<file path="src/rtl/spike_rate_monitor.sv">
// spike_rate_monitor: windowed spike-rate counter with inter-spike interval and burst detection
module spike_rate_monitor #(
    parameter int WIN_W = 8,
    parameter int CNT_W = 8,
    parameter int ISI_W = 8
) (
    input  logic             clk,
    input  logic             rst,
    input  logic             enable,
    input  logic             spike_in,
    input  logic [WIN_W-1:0] window_len,
    input  logic [ISI_W-1:0] burst_thresh,
    output logic [CNT_W-1:0] rate_out,
    output logic             rate_valid,
    output logic             rate_sat,
    output logic [ISI_W-1:0] isi_out,
    output logic             isi_valid,
    output logic             burst
);
    typedef enum logic {IDLE, COUNT} state_t;
    localparam logic [CNT_W-1:0] CNT_MAX = {CNT_W{1'b1}};
    localparam logic [ISI_W-1:0] ISI_MAX = {ISI_W{1'b1}};
    state_t state, state_nx;
    logic spike_d, have_prev, sat, spike_evt, counting, win_end, sat_next;
    logic [WIN_W-1:0] win_len_q, win_cnt;
    logic [CNT_W-1:0] spk_cnt, spk_next;
    logic [ISI_W-1:0] isi_cnt;
    assign spike_evt = spike_in & ~spike_d;
    assign counting = (state == COUNT) && enable;
    assign win_end = counting && (win_cnt == win_len_q - WIN_W'(1));
    assign spk_next = spk_cnt + CNT_W'(spike_evt && spk_cnt != CNT_MAX);
    assign sat_next = sat | (spike_evt && spk_cnt == CNT_MAX);
    always_comb begin
        state_nx = state;
        if (state == IDLE)
            state_nx = (enable && window_len != '0) ? COUNT : IDLE;
        else
            state_nx = (!enable || (win_end && window_len == '0)) ? IDLE : COUNT;
    end
    always_ff @(posedge clk) begin
        if (rst) begin
            state      <= IDLE;
            spike_d    <= 1'b0;
            have_prev  <= 1'b0;
            sat        <= 1'b0;
            win_len_q  <= '0;
            win_cnt    <= '0;
            spk_cnt    <= '0;
            isi_cnt    <= '0;
            rate_out   <= '0;
            rate_valid <= 1'b0;
            rate_sat   <= 1'b0;
            isi_out    <= '0;
            isi_valid  <= 1'b0;
            burst      <= 1'b0;
        end else begin
            state      <= state_nx;
            spike_d    <= spike_in;
            rate_valid <= 1'b0;
            isi_valid  <= 1'b0;
            if (!counting) begin
                // While idle, win_len_q tracks window_len so the entry edge latches it
                win_len_q <= window_len;
                win_cnt   <= '0;
                spk_cnt   <= '0;
                sat       <= 1'b0;
                isi_cnt   <= '0;
                have_prev <= 1'b0;
            end else begin
                if (win_end) begin
                    rate_out   <= spk_next;
                    rate_sat   <= sat_next;
                    rate_valid <= 1'b1;
                    win_cnt    <= '0;
                    spk_cnt    <= '0;
                    sat        <= 1'b0;
                    win_len_q  <= window_len;
                end else begin
                    win_cnt <= win_cnt + WIN_W'(1);
                    spk_cnt <= spk_next;
                    sat     <= sat_next;
                end
                // isi_cnt holds cycles elapsed since the previous event, saturating
                if (spike_evt) begin
                    isi_cnt   <= ISI_W'(1);
                    have_prev <= 1'b1;
                    if (have_prev) begin
                        isi_out   <= isi_cnt;
                        isi_valid <= 1'b1;
                        burst     <= (isi_cnt <= burst_thresh);
                    end
                end else if (have_prev && isi_cnt != ISI_MAX) begin
                    isi_cnt <= isi_cnt + ISI_W'(1);
                end
                if (win_end && window_len == '0)
                    have_prev <= 1'b0;
            end
        end
    end
endmodule

</file>
<file path="config.mk">
export PLATFORM = sky130hd
export DESIGN_NAME = spike_rate_monitor
export DESIGN_NICKNAME = d
export VERILOG_FILES = /design/src/rtl/spike_rate_monitor.sv
export SDC_FILE = /design/constraint.sdc
export NUM_CORES = 1
export LEC_CHECK = 0
export ABC_AREA = 1
export CORE_UTILIZATION = 49
export CTS_CLUSTER_DIAMETER = 30
export DETAILED_ROUTE_END_ITERATION = 12
export MAX_ROUTING_LAYER = met4
export PLACE_DENSITY = 0.78
export SLEW_MARGIN = 20
export SYNTH_ARGS = -nofsm -noshare
export SYNTH_HDL_FRONTEND = slang
export SYNTH_SLANG_ARGS = --single-unit
</file>
<file path="constraint.sdc">
create_clock -name clk -period 2.1 [get_ports clk]
set_input_delay 0.63 -clock clk [delete_from_list [all_inputs] [get_ports clk]]
set_output_delay 0.63 -clock clk [all_outputs]
set_load 0.1 [all_outputs]
</file>
Yosys cells after proc, flatten, opt, wreduce, memory -nomap -nowiden
Cells that the tools add are included.
{ "totals": {"output_inout_bits": 20, "word_cells": 58, "in_bits": 20, "ff_bits": 56} }
{ "classes": {"mux": 9, "order_cmp": 1, "eq_ne": 5, "reduce_logical": 19, "add_sub_neg": 4, "bitwise_logic": 5} }
{ "op_table": {"columns": ["operator", "n"], "rows": [
  ["$add 8x1->8 const B", 2],
  ["$mux 8", 2],
  ["$ne 8x8->1 const B", 2],
  ["$reduce_or 3->1", 4],
  ["$add 8x1->8", 1],
  ["$eq 8x8->1", 1],
  ["$eq 8x8->1 const B", 1],
  ["$le 8x8->1", 1],
  ["$logic_not 8->1", 1],
  ["$reduce_bool 8->1", 1],
  ["$sub 8x1->8 const B", 1],
  ["$logic_and 1x1->1", 7],
  ["$mux 1", 7],
  ["$not 1->1", 3],
  ["$reduce_and 3->1", 1],
  ["$ne 2x1->1 const B", 1],
  ["$reduce_and 2->1", 1],
  ["$reduce_bool 2->1", 1],
  ["$reduce_or 2->1", 1],
  ["$and 1x1->1", 1],
  ["$logic_not 1->1", 1],
  ["$logic_or 1x1->1", 1],
  ["$or 1x1->1", 1]
]} }

Longest topological paths before layout
Gate-level depths: netlist (run 1).
{ "depth": {"word_depth": 7, "depth_mapped": 15, "depth_no_buf": 14} }

Worst setup path after synthesis (run 1)
No wires, ideal clock.
{ "synth_path": {"kind": "in2reg", "start": "input spike_in", "end": "register rate_out[6]", "setup_time_ns": 0.109, "required_time_ns": 1.991, "path_stages": 12, "setup_slack_ns": 0.014, "arrival_time_ns": 1.977, "path_buffers": 0, "cell_sequence": "inv_1 -> nor2_1 -> inv_1 -> a31oi_1 -> ha_1 -> ha_1 -> nand3_1 -> nor2_1 -> xnor2_1 -> nand4_1 -> nand2_1 -> inv_1"} }
{ "synth_between": {"elab_chain_cells": 3} }
{ "synth_lines": {"columns": ["element", "line", "text"], "rows": [
  ["from (decl)", "10", "input logic spike_in,"],
  ["$and 1x1->1", "28", "assign spike_evt = spike_in & ~spike_d;"],
  ["$logic_and 1x1->1", "31", "assign spk_next = spk_cnt + CNT_W'(spike_evt && spk_cnt != CNT_MAX);"],
  ["$add 8x1->8", "31", null],
  ["to (signal assigned)", "71", "rate_out <= spk_next;"],
  ["to (decl)", "13", "output logic [CNT_W-1:0] rate_out,"]
]} }
No other way between the ends.
A chain may end at the register's enable or synchronous reset.

Final worst setup path (run 1)
{ "layout_path": {"start": "input spike_in", "end": "register rate_out[7]"} }
Same word-level chain as after synthesis.

==> results of run 1 <==
[report_power, final]
| group | switching [uW] | internal (uW) | total, uW | leakage [uW] |
|---|---|---|---|---|
| clock network | 359 | 391 | 750 | 0.0000614 |
| logic | 164 | 122 | 286 | 0.00128 |
| registers | 19.0 | 1080 | 1100 | 0.000454 |
[cells in the mapped netlist, drive strengths merged]
cell / n
xor2: 8
inv: 67
a31oi: 2
o211ai: 1
clkbuf: 1
o21ai: 17
nor2: 58
o21bai: 2
or3: 1
a21oi: 18
xnor2: 5
nor4: 2
nor3: 4
buf: 8
nand4: 9
nand3b: 3
ha: 13
clkinv: 2
dfxtp: 56
nand3: 26
nand2: 105
[per-stage QoR]
step	instances	worst slack (ns)	hold WS (ns)	total power, uW	instance area (sq um)
2_1_floorplan	408	0.0137	0.441	1300	2870
3_3_place_gp	524	-0.416	0.460	1380	3580
3_5_place_dp	524	-0.467	0.471	1390	3580
4_1_cts	540	0.0915	0.514	2140	3810
5_1_grt	540	-0.0429	0.541	2230	3830
6_report	540	0.0476	0.500	2130	3830
[layout make-up]
| type | count | area, sq um |
|---|---|---|
| Clock buffer | 6 | 82.6 |
| Clock inverter | 2 | 38.8 |
| Fill cell | 428 | 1740 |
| Inverter | 69 | 259 |
| Multi-Input combinational cell | 274 | 1500 |
| Sequential cell | 56 | 1120 |
| Tap cell | 72 | 90.1 |
| Timing Repair Buffer | 61 | 742 |
[per-layer routing]
metal	share of wire, %	GRT usage, %	vias to the layer above
met4	2.0	8.89	0
met5	0	-	-
li1	-	-	1392
met3	4.0	3.72	17
met1	46	29.1	1220
met2	48	39.6	68
[cell usage in the layout, fill, tap and decap left out, types with 4 or more instances in the layout]
cell type / Yosys / routed
nand2_1: 99 / 99
inv_1: 63 / 62
dfxtp_1: 56 / 56
nor2_1: 55 / 51
nand3_1: 25 / 23
buf_4: 1 / 23
buf_12: 0 / 19
a21oi_1: 18 / 18
clkdlybuf4s50_1: 0 / 18
o21ai_0: 14 / 14
ha_1: 13 / 11
nand4_1: 8 / 8
xor2_1: 8 / 8
clkbuf_8: 0 / 6
inv_2: 4 / 5
nor2_2: 1 / 4
nor3_1: 4 / 4
[worst max-delay path by stage]
stage | start | endpoint | depth (start not counted)
after detailed placement | spike_in | rate_out[6]$_SDFFE_PP0P_ | 13
final | spike_in | rate_out[7]$_SDFFE_PP0P_ | 12
after CTS | win_len_q[0]$_SDFFE_PP0P_ | rate_out[1]$_SDFFE_PP0P_ | 12
after global routing | spike_in | rate_out[7]$_SDFFE_PP0P_ | 12
after global placement | spike_in | rate_out[6]$_SDFFE_PP0P_ | 13
after floorplan | spike_in | rate_out[6]$_SDFFE_PP0P_ | 12
[repair_timing]
item / 4_1_cts / 5_1_grt
gates resized for setup: 13 / 4
pin swaps: 10 / 0
hold buffers: 0 / 0
endpoints found under the setup margin: 5 / 16
buffers inserted: 8 / 0
[kinds of logic (layout without fill, tap and decap cells)]
kind of cell / count (synthesis) / in the layout / synth area share, %
AOI/OAI and AO/OA: 40 / 40 / 7.33
xor gates and xnor gates: 13 / 13 / 3.97
adders and majority gates: 13 / 13 / 5.67
buffers and inverters: 78 / 138 / 11.3
DFF: 56 / 56 / 39.1
and+or+nand+nor: 208 / 208 / 32.6
[critical path, cell delays in order]
cell and delay (ns):
dlygate4sd2_1 0.20, inv_2 0.04, nor2_2 0.11, inv_1 0.07
a31oi_1 0.18, ha_2 0.24, nand3_2 0.11, nor2_2 0.17
nand3_1 0.13, xnor2_2 0.18, o21ai_1 0.15, inv_1 0.05
[flip-flops by register name (all words and copies together) (netlist names), 8 cells and up]
register	flops
win_len_q	8
isi_out	8
isi_cnt	8
rate_out	8
spk_cnt	8
win_cnt	8
==> flow_summary.json, run 1 <==
{
  "clock_sinks": 56,
  "diodes": 0,
  "antenna_left": 0,
  "ys_seq_elements": 56,
  "synth_cell_types": 32,
  "hold_path_end": "win_cnt[0]$_SDFF_PP0_",
  "hold_depth": 1,
  "synth_warnings": 0,
  "critPathLaunchType": "input pin",
  "place.gp.congestion": 0.845,
  "ios": 40,
  "layout.nets": 500,
  "cts_tree": "built",
  "cp.required_ns": 2.32,
  "period_needed_ns": 2.05,
  "crit_arrival_ns": 2.27,
  "antenna_found_initial": 0,
  "synth.area.top_cells": "dfxtp_1, nand2_1, inv_1",
  "syn_to_final_growth_pct": 33.8,
  "dieArea_sq_um": 6160,
  "yosysTopAreaCellShare_pct": 39.1,
  "drive_gt1_share_pct": 16.2,
  "crit_path_end_kind": "flip-flop",
  "max_slew_margin_pct": 71.5,
  "clkTransAtPathRegs_ns": 0.10,
  "synth_top_area_cell": "dfxtp_1",
  "cts_made_buffers": 5,
  "setup_viol": 0,
  "first_pass_iters": 4,
  "die_h_microns": 78.5,
  "grt_pass1_wl_microns": 11300,
  "dpl.hpwl_microns": 4560,
  "reg2reg_from": "win_len_q[0]$_SDFFE_PP0P_",
  "grt_pass1_vias": 2568,
  "critPathMaxFanout": 2,
  "setup_tns_ns": 0,
  "htreeDepth": 2,
  "synth_cells": 408,
  "utilization_pct": 68.8,
  "io_buffers": 39,
  "grt_overflow": 0,
  "r2r_end": "win_len_q[7]$_SDFFE_PP0P_",
  "syn_nets": 441,
  "hold_path_class": "flip-flop to flip-flop",
  "avgViaCountPerCell": 4.99,
  "max_freq_mhz": 487,
  "worstRegToRegCells": 12,
  "rrSetupSlack_ns": 0.16,
  "peakVddDrop_mv": 0.419,
  "drcViolationCount": 0,
  "cap_violations": 0,
  "finalCritPeriodShare_pct": 97.7,
  "rows": 27,
  "start_util_pct": 51.4,
  "clock_path_buffers": 2,
  "slew_violations": 0,
  "criticalPathCategory": "input pin to flip-flop",
  "wl_per_cell_microns": 12.2,
  "clock_skew_ns": 0.00809,
  "wl_microns": 6610,
  "cts_root_buf": "clkbuf_8",
  "die_width_microns": 78.5,
  "drtIter0Drc": 164,
  "core-area_sq_um": 5570,
  "avgSynthCellArea_sq_um": 7.03,
  "grt_max_degree": 25,
  "grt_usage_pct": 23.8,
  "synth_seq_area_share_pct": 39.1,
  "p_leak_uw": 0.00180,
  "syn_area_sq_um": 2870,
  "insertion_delay_ns": 0.32,
  "power_density_nw_per_um2": 557,
  "outcome": "completed",
  "hold_viol": 0,
  "worst_pin_slew_ns": 0.424,
  "routed-via-count": 2697,
  "min_from": "win_cnt[0]$_SDFF_PP0_"
}
(Power assumes the default switching activity.)
==> inputs of run 2 (changes only) <==
Settings changed: SLEW_MARGIN 20 to 40.
==> results of run 2 <==
Final layout, timing and power as in run 1 (identical DEF).
==> inputs of run 3 (changes only) <==
Settings changed: CAP_MARGIN from default to 20, CELL_PAD_IN_SITES_DETAIL_PLACEMENT from default to 0, CELL_PAD_IN_SITES_GLOBAL_PLACEMENT from default to 1, CORE_MARGIN from default to 3, CORE_UTILIZATION 49 to 35, PLACE_DENSITY 0.78 to 0.77.
==> flow_summary.json, run 3 (same netlist as run 1, synthesis figures left out) <==
{
  "antenna_left": 0,
  "max_slew_margin_pct": 69.9,
  "reg2reg_from": "win_len_q[1]$_SDFFE_PP0P_",
  "core-area_sq_um": 7850,
  "criticalPathCategory": "flip-flop to flip-flop",
  "peakVddDrop_mv": 0.250,
  "htreeDepth": 2,
  "drive_gt1_share_pct": 14.9,
  "rsz0062_at_grt": "yes",
  "grt_pass1_wl_microns": 10800,
  "dieArea_sq_um": 9310,
  "diodes": 0,
  "wl_per_cell_microns": 11.3,
  "hold_path_end": "win_cnt[0]$_SDFF_PP0_",
  "p_leak_uw": 0.00176,
  "multiInputGateArea_sq_um": 1480,
  "crit_path_end_kind": "flip-flop",
  "syn_to_final_growth_pct": 33.3,
  "rows": 32,
  "rrSetupSlack_ns": 0.13,
  "place.gp.congestion": 0.832,
  "die_width_microns": 96.5,
  "slew_violations": 0,
  "grt_pass1_vias": 2387,
  "cp_cell_sequence": "inv_1 -> ha_2 -> inv_1 -> nand2_1 -> nand2_1 -> nor2_1 -> nand4_2 -> nor2_8 -> nand2_4 -> buf_4 -> a21oi_1 -> nor2_1",
  "drcViolationCount": 0,
  "fillers": 803,
  "cap_violations": 0,
  "routed-via-count": 2526,
  "critPathLaunchType": "flip-flop",
  "worst_pin_slew_ns": 0.448,
  "final_common_cell": "nand2_1",
  "clkTransAtPathRegs_ns": 0.10,
  "min_from": "win_cnt[0]$_SDFF_PP0_",
  "slowest_stage": "dfxtp_1",
  "layout_common_cells": "nand2_1, inv_1, dfxtp_1",
  "hold_viol": 0,
  "timing.hold.ws_ns": 0.493,
  "wl_microns": 6380,
  "cp_num_buf_inv": 3,
  "ios": 40,
  "outcome": "completed",
  "worstRegToRegCells": 12,
  "grt_usage_pct": 15.2,
  "critPathMaxFanout": 10,
  "cp.required_ns": 2.32,
  "period_needed_ns": 1.97,
  "regArea_sq_um": 1120,
  "power_density_nw_per_um2": 523,
  "cts_tree": "built",
  "cts_root_buf": "clkbuf_8",
  "cp_slowest_stage_delay_ns": 0.36,
  "r2r_end": "win_len_q[7]$_SDFFE_PP0P_",
  "crit_arrival_ns": 2.19,
  "cp_top_family": "simple AND/OR/NAND/NOR gates",
  "setup_viol": 0,
  "hold_path_class": "flip-flop to flip-flop",
  "dpl.hpwl_microns": 4780,
  "insertion_delay_ns": 0.31,
  "grt_overflow": 0,
  "io_buffers": 39,
  "die_h_microns": 96.5,
  "max_freq_mhz": 507,
  "cts_made_buffers": 5,
  "drtIter0Drc": 88,
  "start_util_pct": 36.5,
  "layout.nets": 496,
  "antenna_found_initial": 0,
  "hold_depth": 1,
  "first_pass_iters": 4,
  "grt_max_degree": 19,
  "clock_skew_ns": 0.00949,
  "clock_sinks": 56,
  "avgViaCountPerCell": 4.46,
  "clock_path_buffers": 2,
  "finalCritPeriodShare_pct": 94.0,
  "utilization_pct": 48.7
}
## run 3: cell count changes in the layout (fill, tap and decap cells not counted), sizes merged
cell      previous run  this run
buf                 42        38
bufinv               1         0
clkbuf               6         7
clkinv               3         2
clkinvlp             0         1
## run 3: per-layer routing
metal / wire [microns] / up-vias / global-route usage [%]
li1: - / 1375 / -
met1: 3150 / 1111 / 19.7
met2: 2920 / 33 / 23.9
met3: 242 / 7 / 2.94
met4: 62 / 0 / 4.67
met5: 0 / - / -
## run 3: metrics by stage
step / setup WS (ns) / TNS (ns) / cell area (sq um) / power [uW] / instances
floorplan: 0.0137 / 0 / 2870 / 1300 / 408
global placement: -0.439 / -3.46 / 3650 / 1390 / 556
detailed placement: -0.460 / -3.97 / 3650 / 1400 / 556
CTS: 0.119 / 0 / 3800 / 2020 / 566
global route: -0.0407 / -0.0407 / 3820 / 2100 / 566
finish: 0.126 / 0 / 3820 / 2000 / 566
## run 3: timing repair
item | CTS | global route
setup endpoints to repair | 6 | 13
cloned | 0 | 0
gates resized for setup | 11 | 3
pin swaps | 7 | 0
hold buffers | 0 | 0
setup buffers | 2 | 0
## run 3: worst max-delay path by stage
stage / start / end / slack, ns / depth (start not counted)
after floorplan: spike_in / rate_out[6]$_SDFFE_PP0P_ / 0.01 / 12
after global placement: spike_in / rate_out[6]$_SDFFE_PP0P_ / -0.44 / 13
after detailed placement: spike_in / rate_out[6]$_SDFFE_PP0P_ / -0.46 / 13
after CTS: win_len_q[0]$_SDFFE_PP0P_ / rate_out[7]$_SDFFE_PP0P_ / 0.12 / 11
after global routing: win_len_q[1]$_SDFFE_PP0P_ / win_len_q[7]$_SDFFE_PP0P_ / -0.04 / 12
final: win_len_q[1]$_SDFFE_PP0P_ / win_len_q[7]$_SDFFE_PP0P_ / 0.13 / 12
## run 3: where the power goes
group          internal [uW]  switching [uW]
clock network            269             351
registers               1080            18.5
logic                    119             160
total                   1470             530
## run 3: area by class of cell
class / count / area share (%)
Tap cell: 102 / 3.34
Multi-Input combinational cell: 274 / 38.8
Sequential cell: 56 / 29.3
Clock buffer: 7 / 2.26
Timing Repair Buffer: 57 / 19.3
Clock inverter: 1 / 0.196
Inverter: 69 / 6.78
